**src/rtl/tp_pkg.sv**
```systemverilog
// Shared types and constants for the TeamPlayer multitap nibble sequencer.
package tp_pkg;

  typedef enum logic [2:0] {
    ST_IDLE,
    ST_HDR,
    ST_TYPES,
    ST_PADS,
    ST_END
  } tp_state_e;

  typedef enum logic [1:0] {
    PT_NONE     = 2'd0,
    PT_3BTN     = 2'd1,
    PT_6BTN     = 2'd2,
    PT_NONE_ALT = 2'd3
  } tp_pad_type_e;

  localparam int MAX_PADS = 4;
  localparam int BTN_W    = 12;
  localparam int SNAP_W   = MAX_PADS * BTN_W;

  localparam logic [3:0] NIB_IDLE     = 4'h3;
  localparam logic [3:0] NIB_HDR0     = 4'h3;
  localparam logic [3:0] NIB_HDR1     = 4'hF;
  localparam logic [3:0] NIB_HDR2     = 4'h0;
  localparam logic [3:0] NIB_HDR3     = 4'h0;
  localparam logic [3:0] NIB_END      = 4'hF;
  localparam logic [3:0] NIB_TYPE_3B  = 4'h0;
  localparam logic [3:0] NIB_TYPE_6B  = 4'h1;
  localparam logic [3:0] NIB_TYPE_NONE = 4'hF;

  localparam logic [4:0] IDX_TYPES = 5'd4;
  localparam logic [4:0] IDX_PADS  = 5'd8;
  localparam logic [4:0] IDX_MAX   = 5'd31;

  localparam int BTN_UP    = 0;
  localparam int BTN_DOWN  = 1;
  localparam int BTN_LEFT  = 2;
  localparam int BTN_RIGHT = 3;
  localparam int BTN_A     = 4;
  localparam int BTN_B     = 5;
  localparam int BTN_C     = 6;
  localparam int BTN_START = 7;
  localparam int BTN_MODE  = 8;
  localparam int BTN_X     = 9;
  localparam int BTN_Y     = 10;
  localparam int BTN_Z     = 11;

  function automatic logic [4:0] pad_nibbles(input logic [1:0] t);
    case (tp_pad_type_e'(t))
      PT_3BTN: return 5'd2;
      PT_6BTN: return 5'd3;
      default: return 5'd0;
    endcase
  endfunction

  function automatic logic [3:0] type_nib(input logic [1:0] t);
    case (tp_pad_type_e'(t))
      PT_3BTN: return NIB_TYPE_3B;
      PT_6BTN: return NIB_TYPE_6B;
      default: return NIB_TYPE_NONE;
    endcase
  endfunction

endpackage

```
**src/rtl/tp_nibble_sel.sv**
```systemverilog
// Combinational pick of one active-low button nibble from the latched pad snapshot.
module tp_nibble_sel
  import tp_pkg::*;
(
  input  logic [SNAP_W-1:0] i_btn_snap,
  input  logic [1:0]        i_slot,
  input  logic [1:0]        i_nib,
  output logic [3:0]        o_data
);

  logic [BTN_W-1:0] w_btn;

  assign w_btn = i_btn_snap[i_slot*BTN_W +: BTN_W];

  always_comb begin
    o_data = NIB_END;
    case (i_nib)
      2'd0:    o_data = ~{w_btn[BTN_RIGHT], w_btn[BTN_LEFT], w_btn[BTN_DOWN], w_btn[BTN_UP]};
      2'd1:    o_data = ~{w_btn[BTN_START], w_btn[BTN_A], w_btn[BTN_C], w_btn[BTN_B]};
      2'd2:    o_data = ~{w_btn[BTN_MODE], w_btn[BTN_X], w_btn[BTN_Y], w_btn[BTN_Z]};
      default: o_data = NIB_END;
    endcase
  end

endmodule

```
**src/rtl/teamplayer_n.sv**
```systemverilog
// TeamPlayer multitap sequencer: TH/TR handshake walks header, type and pad nibbles.
// Optional inactivity watchdog enabled by defining TEAMPLAYER_WATCHDOG_EN.
module teamplayer_n
  import tp_pkg::*;
#(
  parameter int NUM_PADS   = 4,
  parameter int TIMEOUT_CE = 2048
) (
  input  logic                      CLK,
  input  logic                      RESET_N,
  input  logic                      CE,
  input  logic                      TH,
  input  logic                      TR,
  input  logic [NUM_PADS*BTN_W-1:0] PAD_BTN,
  input  logic [NUM_PADS*2-1:0]     PAD_TYPE,
  output logic [3:0]                DATA,
  output logic                      TL
);

  tp_state_e         r_state;
  logic [4:0]        r_idx;
  logic              r_tl;
  logic              r_th_q;
  logic              r_tr_q;
  logic [SNAP_W-1:0] r_btn_snap;
  logic [7:0]        r_type_snap;

  tp_state_e         w_state_nxt;
  logic [4:0]        w_idx_nxt;
  logic              w_tl_nxt;
  logic              w_load;
  logic              w_th_fall;
  logic              w_th_chg;
  logic              w_tr_chg;
  logic              w_wd_expire;
  logic [4:0]        w_total;
  logic [4:0]        w_off;
  logic [1:0]        w_slot;
  logic [1:0]        w_nib;
  logic [3:0]        w_pad_nib;
  logic [SNAP_W-1:0] w_btn_ext;
  logic [7:0]        w_type_ext;

  // Unused slots zero-extend to type 0, which reads as "none".
  assign w_btn_ext  = SNAP_W'(PAD_BTN);
  assign w_type_ext = 8'(PAD_TYPE);

  assign w_th_fall = r_th_q & ~TH;
  assign w_th_chg  = TH != r_th_q;
  assign w_tr_chg  = TR != r_tr_q;
  assign TL        = r_tl;

`ifdef TEAMPLAYER_WATCHDOG_EN
  localparam int WD_W = $clog2(TIMEOUT_CE + 1);

  logic [WD_W-1:0] r_wd_cnt;

  assign w_wd_expire = (r_state != ST_IDLE) && !w_th_chg && !w_tr_chg &&
                       (r_wd_cnt == WD_W'(TIMEOUT_CE - 1));

  always_ff @(posedge CLK or negedge RESET_N) begin
    if (!RESET_N) begin
      r_wd_cnt <= '0;
    end else if (CE) begin
      if (w_th_chg || w_tr_chg || (r_state == ST_IDLE) || w_wd_expire)
        r_wd_cnt <= '0;
      else
        r_wd_cnt <= r_wd_cnt + 1'b1;
    end
  end
`else
  assign w_wd_expire = 1'b0;
`endif

  always_comb begin
    w_total = '0;
    for (int s = 0; s < MAX_PADS; s++)
      w_total = w_total + pad_nibbles(r_type_snap[2*s +: 2]);
  end

  // Pads vary in length, so locate the slot by walking cumulative nibble counts.
  always_comb begin
    logic [4:0] acc;
    logic [4:0] cnt;
    w_off  = r_idx - IDX_PADS;
    w_slot = '0;
    w_nib  = '0;
    acc    = '0;
    for (int s = 0; s < MAX_PADS; s++) begin
      cnt = pad_nibbles(r_type_snap[2*s +: 2]);
      if ((w_off >= acc) && (w_off < acc + cnt)) begin
        w_slot = 2'(s);
        w_nib  = 2'(w_off - acc);
      end
      acc = acc + cnt;
    end
  end

  tp_nibble_sel u_nibble_sel (
    .i_btn_snap (r_btn_snap),
    .i_slot     (w_slot),
    .i_nib      (w_nib),
    .o_data     (w_pad_nib)
  );

  always_comb begin
    DATA = NIB_IDLE;
    case (r_state)
      ST_IDLE: DATA = NIB_IDLE;
      ST_HDR: begin
        case (r_idx[1:0])
          2'd0:    DATA = NIB_HDR0;
          2'd1:    DATA = NIB_HDR1;
          2'd2:    DATA = NIB_HDR2;
          default: DATA = NIB_HDR3;
        endcase
      end
      ST_TYPES: DATA = type_nib(r_type_snap[2*r_idx[1:0] +: 2]);
      ST_PADS:  DATA = w_pad_nib;
      ST_END:   DATA = NIB_END;
      default:  DATA = NIB_IDLE;
    endcase
  end

  // TH high wins over everything, including a TR edge on the same tick.
  always_comb begin
    w_state_nxt = r_state;
    w_idx_nxt   = r_idx;
    w_tl_nxt    = r_tl;
    w_load      = 1'b0;
    if (TH) begin
      w_state_nxt = ST_IDLE;
      w_idx_nxt   = '0;
      w_tl_nxt    = 1'b1;
    end else if (w_th_fall) begin
      w_state_nxt = ST_HDR;
      w_idx_nxt   = '0;
      w_tl_nxt    = TR;
      w_load      = 1'b1;
    end else if ((r_state != ST_IDLE) && w_tr_chg) begin
      w_tl_nxt = TR;
      if (r_idx != IDX_MAX)
        w_idx_nxt = r_idx + 1'b1;
      if (r_state == ST_END)
        w_state_nxt = ST_END;
      else if (w_idx_nxt < IDX_TYPES)
        w_state_nxt = ST_HDR;
      else if (w_idx_nxt < IDX_PADS)
        w_state_nxt = ST_TYPES;
      else if (w_idx_nxt < IDX_PADS + w_total)
        w_state_nxt = ST_PADS;
      else
        w_state_nxt = ST_END;
    end else if (w_wd_expire) begin
      w_state_nxt = ST_IDLE;
      w_idx_nxt   = '0;
      w_tl_nxt    = 1'b1;
    end
  end

  always_ff @(posedge CLK or negedge RESET_N) begin
    if (!RESET_N) begin
      r_state     <= ST_IDLE;
      r_idx       <= '0;
      r_tl        <= 1'b1;
      r_th_q      <= 1'b0;
      r_tr_q      <= 1'b1;
      r_btn_snap  <= '0;
      r_type_snap <= '0;
    end else if (CE) begin
      r_state <= w_state_nxt;
      r_idx   <= w_idx_nxt;
      r_tl    <= w_tl_nxt;
      r_th_q  <= TH;
      r_tr_q  <= TR;
      if (w_load) begin
        r_btn_snap  <= w_btn_ext;
        r_type_snap <= w_type_ext;
      end
    end
  end

endmodule

```
**config.mk**
```make
export PLATFORM = sky130hd
export DESIGN_NAME = teamplayer_n
export DESIGN_NICKNAME = d
export VERILOG_FILES = /design/src/rtl/tp_pkg.sv /design/src/rtl/tp_nibble_sel.sv /design/src/rtl/teamplayer_n.sv
export SDC_FILE = /design/constraint.sdc
export NUM_CORES = 1
export LEC_CHECK = 0
export BUFFER_PORTS_ARGS = -buffer_cell sky130_fd_sc_hd__buf_2
export CAP_MARGIN = 10
export CORE_UTILIZATION = 52
export CTS_CLUSTER_DIAMETER = 30
export DETAILED_ROUTE_END_ITERATION = 10
export MAX_ROUTING_LAYER = met4
export PLACE_DENSITY_LB_ADDON = 0.25
export SYNTH_ARGS = -nofsm -noshare
export SYNTH_HDL_FRONTEND = slang
export SYNTH_SLANG_ARGS = --single-unit
```
**constraint.sdc**
```tcl
create_clock -name CLK -period 4.9 [get_ports CLK]
set_clock_uncertainty 0.2 [all_clocks]
set_input_delay 0.98 -clock CLK [delete_from_list [all_inputs] [get_ports CLK]]
set_output_delay 0.98 -clock CLK [all_outputs]
set_load 0.02 [all_outputs]
```
==> out/qor.yml, run 1 <==
fmax_mhz: 176
cap_violations: 0
drc_errors: 0
gp_congestion: 0.860
final_cell_area_um2: 5500
wl_um: 10300
final_cell_mix: "dfrtp_1, mux2_2, buf_2, buf_4, ha_1"
gr-usage-all-layers_pct: 25.7
grt_pass1_vias: 3618
path_max_fanout: 4
die_h_um: 93.9
cts.htree.levels: 3
slew_violations: 0
wl_per_cell_um: 16.9
failed_checks: "negative setup slack"
antenna_cells: 0
synth-seq-area-share_pct: 38.2
synth_cells: 391
core_um2: 8220
status: "complete, but fails checks"
vdd_drop_max_mv: 0.316
finalNonFillerCells: 608
hold_path_class: "register to register"
clk_latency_ns: 0.35
die_width_um: 93.9
io-pin-count: 66
layout-drive-gt1-share_pct: 47.9
yosysWarnings: 0
synthArstFlopShare_pct: 100
setup_viol: 4
start_kind: "register"
syn_area_per_cell_um2: 11.2
antenna_found_initial: 0
dieArea_um2: 8820
layout_commonest_cell: "dfrtp_1"
finalCritPeriodShare_pct: 116
ant_nets: 0
finalCriticalPeriod_ns: 5.68
first_iter_violations: 141
dp.cells: 587
syn-num-nets: 483
ys_ff_latch: 67
cts_tree: "yes"
clk_pin_slew_worst_paths_ns: 0.08
criticalPathCategory: "register to primary output"
nNetsFinal: 590
clock-root-buffer: "clkbuf_8"
syn2layout_area_growth_pct: 25.3
viasPerCell: 5.82
drtPass1Iterations: 5
power_uw: 3000
grt_overflow: 0
grt_pass1_wl_um: 16800
cts-buffers-inserted: 9
pwr_density_cell_nw_per_um2: 545
num_rows: 33
rsz0062_at_grt: "yes"
cts_buffer_depth: 2
synth_edf_count: 0
worst_slack_ns: -0.779
hpwl_um: 7870
port_buffers: 65
vias: 3536
worst_pin_slew_ns: 1.10
p_leak_uw: 0.00253
cp-end-kind: "primary output"
ys_types: 73
synth_ff_type: "dfrtp_1"
finalHoldViolCount: 0
clock_sinks: 67
initial_core_util_pct: 53.5
max-slew-margin-rel_pct: 26.6
netlist_area_um2: 4390
arrival_ns: 4.50
cp_data_required_time_ns: 3.72
grt_max_degree: 50
place_area_um2: 5150
postCtsHoldBufs: 0
-- sequential cells by signal (all words and copies together) (netlist names) --
name         flops
TL               1
r_btn_snap      48
r_idx            5
r_state          3
r_th_q           1
r_tr_q           1
r_type_snap      8
-- layer usage --
metal	routed length [um]	share of wire [%]	global-route usage [%]
met2	5110	50	42.3
met1	4400	43	30.3
met3	425	4.1	5.26
met5	0	0	-
met4	341	3.3	12.1
-- worst max-delay path: stages (launching register included) --
cell and delay (ns):
dfrtp_1 0.40, inv_2 0.09, ha_4 0.21, fa_1 0.55, xor2_1 0.16, ha_2 0.30, inv_2 0.07, fa_2 0.46
ha_4 0.28, a21o_1 0.12, a21oi_2 0.05, maj3_2 0.34, buf_6 0.14, o21ai_4 0.17, mux2i_4 0.31, a311oi_2 0.07
o31ai_2 0.26, buf_4 0.19
-- where the power goes --
part / total [uW] / internal [uW] / switching, uW
Sequential: 738 / 669 / 69.0
Combinational: 1840 / 1000 / 843
Clock: 417 / 199 / 218
-- layout make-up --
| cell class | instances | area [um2] |
|---|---|---|
| sequential | 67 | 1680 |
| clock buffer | 11 | 141 |
| multi-input combinational | 288 | 2740 |
| inverter | 20 | 75.1 |
| clock inverter | 5 | 37.5 |
| fill | 623 | 2710 |
| timing repair buffer | 112 | 703 |
| tap | 105 | 131 |
-- cell families (layout without fill, tap and decap cells) --
logic type,Yosys count,after routing,share of synthesized area (%)
flops,67,67,38.2
compound gates,84,84,14.9
buf+inv,36,148,3.79
fa+ha+maj,32,32,9.42
simple gates,80,80,10.2
mux,80,80,21.1
xor+xnor,12,12,2.39
-- path summary, 6_finish.rpt --
path	from	endpoint	slack [ns]	cells past startpoint
max	r_type_snap[0]$_DFFE_PN0P_	DATA[1]	-0.78	17
min	TL$_DFFE_PN1P_	TL$_DFFE_PN1P_	0.26	2
max reg2reg	r_type_snap[0]$_DFFE_PN0P_	r_state[1]$_DFFE_PN0P_	0.99	17
min reg2reg	TL$_DFFE_PN1P_	TL$_DFFE_PN1P_	0.26	2
max in group asynchronous	RESET_N	TL$_DFFE_PN1P_	3.05	2
min in group asynchronous	RESET_N	r_type_snap[5]$_DFFE_PN0P_	0.49	1
-- through the flow --
stage	TNS [ns]	worst slack, ns	hold WS [ns]	utilization, %
after floorplan	-1.03	-0.275	0.271	-
after global placement	-1.49	-0.387	0.248	62.6
after detailed placement	-1.79	-0.508	0.251	62.6
after CTS	-2.95	-0.756	0.264	66.1
after global routing	-3.52	-0.931	0.278	67.0
final	-3.02	-0.779	0.260	67.0
-- cells in the mapped netlist, drive strengths merged (2+ instances only) --
library cell	n	area share, %
dfstp	2	1.2
nand2	22	1.9
a2bb2oi	4	1.1
a211oi	3	0.51
a22o	3	0.63
o21ai	16	1.8
mux4	3	1.7
fa	2	0.91
o31ai	3	0.63
nand4	2	0.28
mux2i	13	3.0
or3	2	0.28
nand3b	2	0.34
buf	7	1.3
ha	29	8.3
a21oi	14	1.7
a31oi	2	0.28
a21boi	5	0.94
o221ai	2	0.54
o311a	3	0.68
nand2b	6	0.85
inv	20	1.7
nor2b	4	0.74
o31a	3	0.63
nor3	5	0.57
o211ai	6	1.0
nor4	2	0.28
a21o	2	0.34
or2	3	0.43
a2111o	2	0.51
o21bai	3	0.51
dfrtp	65	37
and4bb	2	0.57
and2	4	0.68
nand3	6	0.68
mux2	64	16
xor2	4	0.80
clkbuf	9	0.80
xnor2	8	1.6
nor2	15	1.3
or4	2	0.34
-- what timing repair did --
item | CTS | global route
gates resized for setup | 18 | 13
pin swaps | 16 | 14
gates cloned | 0 | 0
buffers inserted | 2 | 3
endpoints found under the setup margin | 4 | 4
Power figures use the tool's default switching activity.
==> run 2, diff against run 1 <==
- MAX_ROUTING_LAYER: met4 -> default
==> run 2 against run 1 <==
Critical path type unchanged. Utilization is the same. Cell count unchanged. Sequential power is essentially flat. Register-to-register slack barely moved. Critical path depth is the same. Routed wire length hardly changed. Largest cell class unchanged. The run still ends with negative setup slack left. Largest power group unchanged. Hold slack about the same. Critical endpoint unchanged. Total power barely moved.
==> out/qor.yml, run 2 (same netlist as run 1, synthesis figures left out) <==
criticalPathCategory: "register to primary output"
drc_errors: 0
port_buffers: 65
dieArea_um2: 8820
status: "complete, but fails checks"
arrival_ns: 4.50
die_width_um: 93.9
grt_pass1_vias: 3615
layout_commonest_cell: "dfrtp_1"
hold_end: "TL$_DFFE_PN1P_"
grt_overflow: 0
start_kind: "register"
cts-buffers-inserted: 9
ant_nets: 0
r2r_end: "r_state[1]$_DFFE_PN0P_"
rsz0062_at_grt: "yes"
path_max_fanout: 4
hpwl_um: 7870
rrSetupSlack_ns: 0.99
failed_checks: "negative setup slack"
first_iter_violations: 96
syn2layout_area_growth_pct: 25.3
cap_violations: 0
dpl_worst_slack_ns: -0.508
hp-start: "TL$_DFFE_PN1P_"
fillers: 623
gr-usage-all-layers_pct: 24.9
core_um2: 8220
cts.htree.levels: 3
num_rows: 33
grt_max_degree: 50
gp_congestion: 0.847
cts_buffer_depth: 2
final_cell_area_um2: 5500
hold_slack_ns: 0.260
largest_reg_flops: 48
clk_latency_ns: 0.35
regToRegStartpoint: "r_type_snap[0]$_DFFE_PN0P_"
grt_pass1_wl_um: 16800
p_leak_uw: 0.00253
worst_pin_slew_ns: 1.09
clk_pin_slew_worst_paths_ns: 0.08
power_uw: 3000
multi_input_area_um2: 2740
max-slew-margin-rel_pct: 27.0
drtPass1Iterations: 4
antenna_found_initial: 0
layout-drive-gt1-share_pct: 47.9
r2r_cells: 17
worst_slack_ns: -0.782
setup_viol: 4
nNetsFinal: 590
fmax_mhz: 176
fin_setup_tns_ns: -3.03
die_h_um: 93.9
finalCritPeriodShare_pct: 116
place_area_um2: 5150
largest-register: "r_btn_snap"
final_cell_mix: "dfrtp_1, mux2_2, buf_2, buf_4, ha_1"
wl_um: 10300
vdd_drop_max_mv: 0.317
pwr_density_cell_nw_per_um2: 545
cp-end-kind: "primary output"
reg_top3: "r_btn_snap (48), r_type_snap (8), r_idx (5)"
vias: 3530
cts_tree: "yes"
slew_violations: 0
finalHoldViolCount: 0
whs_path_depth: 2
wl_per_cell_um: 16.9
seqCellArea_um2: 1680
antenna_cells: 0
clock_sinks: 67
cp_data_required_time_ns: 3.72
finalCriticalPeriod_ns: 5.68
viasPerCell: 5.81
hold_path_class: "register to register"
clock-root-buffer: "clkbuf_8"
io-pin-count: 66
initial_core_util_pct: 53.5
postCtsHoldBufs: 0
==> run 2: worst max-delay path by stage <==
stage,from,endpoint,slack [ns],cells past startpoint
after floorplan,r_type_snap[0]$_DFFE_PN0P_,DATA[0],-0.28,16
after global placement,r_type_snap[0]$_DFFE_PN0P_,DATA[1],-0.39,17
after detailed placement,r_type_snap[0]$_DFFE_PN0P_,DATA[2],-0.51,17
after CTS,r_type_snap[2]$_DFFE_PN0P_,DATA[0],-0.76,16
after global routing,r_type_snap[0]$_DFFE_PN0P_,DATA[1],-0.93,17
final,r_type_snap[0]$_DFFE_PN0P_,DATA[1],-0.78,17
==> run 2: layout make-up <==
cell class / instances / share of cell area (%)
inverters: 20 / 1.36
multi-input cells: 288 / 49.7
clock inverters: 5 / 0.682
flip-flops and latches: 67 / 30.5
well taps: 105 / 2.39
clock buffers: 11 / 2.57
repair buffers: 112 / 12.8
==> run 2: power breakdown <==
group	internal (uW)	total (uW)	switching [uW]
Clock	199	418	219
Combinational	1000	1850	844
Sequential	669	738	68.9
==> run 2: critical path, stage by stage (launching register included) <==
cell      delay (ns)
dfrtp_1         0.40
inv_2           0.09
ha_4            0.21
fa_1            0.55
xor2_1          0.16
ha_2            0.30
inv_2           0.07
fa_2            0.46
ha_4            0.28
a21o_1          0.12
a21oi_2         0.05
maj3_2          0.34
buf_6           0.14
o21ai_4         0.17
mux2i_4         0.31
a311oi_2        0.06
o31ai_2         0.26
buf_4           0.19
==> run 2: routing by layer <==
layer | GRT usage, % | up-vias | wire length [um] | share of wire, %
li1 | - | 1672 | - | -
met1 | 29.6 | 1720 | 4380 | 43
met4 | 12.1 | 0 | 350 | 3.4
met3 | 5.66 | 34 | 460 | 4.5
met5 | 0 | - | 0 | 0
met2 | 42.4 | 104 | 5090 | 49
==> run 2: metrics by stage <==
step	util (%)	instances
after floorplan	-	391
after global placement	62.6	587
after detailed placement	62.6	587
after CTS	66.1	605
after global routing	67.0	608
final	67.0	608
==> run 2: repair_timing <==
| item | CTS | global route |
|---|---|---|
| setup buffers | 2 | 3 |
| pin swaps | 16 | 14 |
| resized for setup | 18 | 13 |
| setup endpoints to repair | 4 | 4 |
==> run 3, diff against run 2 <==
- CORE_UTILIZATION: 52 -> 58
- clock period: 4.9 -> 5.35 ns (I/O delays scaled with it)
==> run 3 against run 2 <==
The run still ends with negative setup slack left. Total power decreased by 8.5%. Utilization increased by 7.4 points. Sequential cell count stayed put. Critical endpoint is now DATA[3]. Die area shrank 10%. Clock power increased by 14%. Critical path type unchanged. Global-route usage up 2.8 points. Critical path depth down 2. First-iteration DRC count increased by 47%. Final area is 1.5% lower. Combinational power shrank 14%. Non-clock buffer count is 6 lower. Hold slack gained 0.0087 ns.
==> out/qor.yml, run 3 (same netlist as run 1, synthesis figures left out) <==
status: "complete, but fails checks"
failed_checks: "negative setup slack"
finalNonFillerCells: 596
path_cells: "ha_4, fa_1, xor2_1, ha_1, inv_2, fa_2, ha_4, a21o_1, a21oi_2, maj3_2, o21a_4, buf_6, o31a_1, o311a_1, buf_6"
vias: 3476
multi_input_area_um2: 2660
gp_congestion: 0.919
grt_pass1_wl_um: 16300
syn2layout_area_growth_pct: 23.4
cts_buffer_depth: 2
antenna_cells: 0
crit_slowest_cell: "fa_1"
finalCritPeriodShare_pct: 107
worst_slack_ns: -0.370
first_iter_violations: 141
port_buffers: 65
antenna_found_initial: 0
drtPass1Iterations: 4
clk_latency_ns: 0.35
cts_tree: "yes"
core_um2: 7290
hold_path_class: "register to register"
place_area_um2: 5040
grt_max_degree: 68
cp-end-kind: "primary output"
worstPathBufferInverterCount: 3
cts.htree.levels: 3
initial_core_util_pct: 60.3
max_stage_delay_ns: 0.57
finalCriticalPeriod_ns: 5.72
clk_pin_slew_worst_paths_ns: 0.08
start_kind: "register"
num_rows: 31
gr-usage-all-layers_pct: 27.8
fillers: 533
pwr_density_cell_nw_per_um2: 506
clock-root-buffer: "clkbuf_8"
wl_um: 10000
drc_errors: 0
worst_pin_slew_ns: 0.950
seqCellArea_um2: 1680
path_max_fanout: 7
io-pin-count: 66
grt_pass1_vias: 3442
max-slew-margin-rel_pct: 36.7
final_cell_mix: "dfrtp_1, mux2_2, buf_2, buf_4, ha_1"
wl_per_cell_um: 16.8
largest-register: "r_btn_snap"
dpl_worst_slack_ns: -0.150
nNetsFinal: 584
viasPerCell: 5.83
finalHoldViolCount: 0
layout_commonest_cell: "dfrtp_1"
path_delay_family: "adder cells"
postCtsHoldBufs: 0
arrival_ns: 4.45
p_leak_uw: 0.00250
cts-buffers-inserted: 9
hpwl_um: 7620
die_width_um: 89.0
ant_nets: 0
die_h_um: 89.0
grt_overflow: 0
rsz0062_at_grt: "yes"
slew_violations: 0
clock_sinks: 67
vdd_drop_max_mv: 0.299
final_cell_area_um2: 5420
layout-drive-gt1-share_pct: 45.7
dieArea_um2: 7930
largest_reg_flops: 48
setup_viol: 4
dp.cells: 573
cap_violations: 0
cp_data_required_time_ns: 4.08
reg_top3: "r_btn_snap (48), r_type_snap (8), r_idx (5)"
fmax_mhz: 175
criticalPathCategory: "register to primary output"
==> run 3: cell types whose count changed in the layout (fill, tap and decap cells not counted), sizes merged <==
cell / before / now
buf: 112 / 106
inv: 21 / 22
clkbuf: 11 / 9
clkinvlp: 2 / 1
bufinv: 0 / 2
==> run 3: what timing repair did <==
item                       in CTS  in global routing
pin swaps                      15                  3
buffers inserted                6                  2
setup endpoints to repair       4                  4
cloned                          0                  0
gates resized for setup        19                  6
==> run 3: worst paths after layout <==
path                            cells past startpoint                         end  slack (ns)                  startpoint
worst max-delay path                               15                     DATA[3]       -0.37  r_type_snap[3]$_DFFE_PN0P_
worst min-delay path                                2              TL$_DFFE_PN1P_        0.27              TL$_DFFE_PN1P_
worst max register to register                     16      r_state[1]$_DFFE_PN0P_        1.39  r_type_snap[3]$_DFFE_PN0P_
worst min register to register                      2              TL$_DFFE_PN1P_        0.27              TL$_DFFE_PN1P_
max in group asynchronous                           2  r_type_snap[3]$_DFFE_PN0P_        3.70                     RESET_N
min in group asynchronous                           2  r_btn_snap[22]$_DFFE_PN0P_        0.70                     RESET_N
==> run 3: where the power goes <==
group	switching, uW	internal (uW)	total, uW
clock	209	265	475
sequential	63.3	613	676
combinational	749	845	1590
==> run 3: stage by stage <==
| stage | total power (uW) | setup TNS [ns] | hold slack, ns | utilization [%] |
|---|---|---|---|---|
| CTS | 2710 | -1.48 | 0.267 | 73.8 |
| global placement | 2100 | -0.195 | 0.247 | 69.1 |
| floorplan | 1620 | 0 | 0.271 | - |
| finish | 2750 | -1.44 | 0.268 | 74.4 |
| detailed placement | 2160 | -0.512 | 0.254 | 69.1 |
| global route | 2930 | -2.07 | 0.314 | 74.4 |
==> run 3: layout make-up <==
type / count / share of cell area, %
clock buffer: 9 / 2.28
clock inverter: 7 / 1.82
inverter: 20 / 1.38
multi-input combinational: 288 / 49.1
sequential: 67 / 31.0
tap: 99 / 2.28
timing repair buffer: 106 / 12.2
==> run 3: layer usage <==
metal | GRT usage, % | part of all wire [%] | vias up
li1 | - | - | 1670
met1 | 34.7 | 42 | 1700
met2 | 46.8 | 50 | 84
met3 | 6.19 | 4.5 | 22
met4 | 11.7 | 2.8 | 0
met5 | 0 | 0 | -
==> run 3: tightest hold or removal path, cell delays in order (launching register included) <==
cell	delay [ns]
dfstp_2	0.37
inv_1	0.04
a21oi_1	0.05
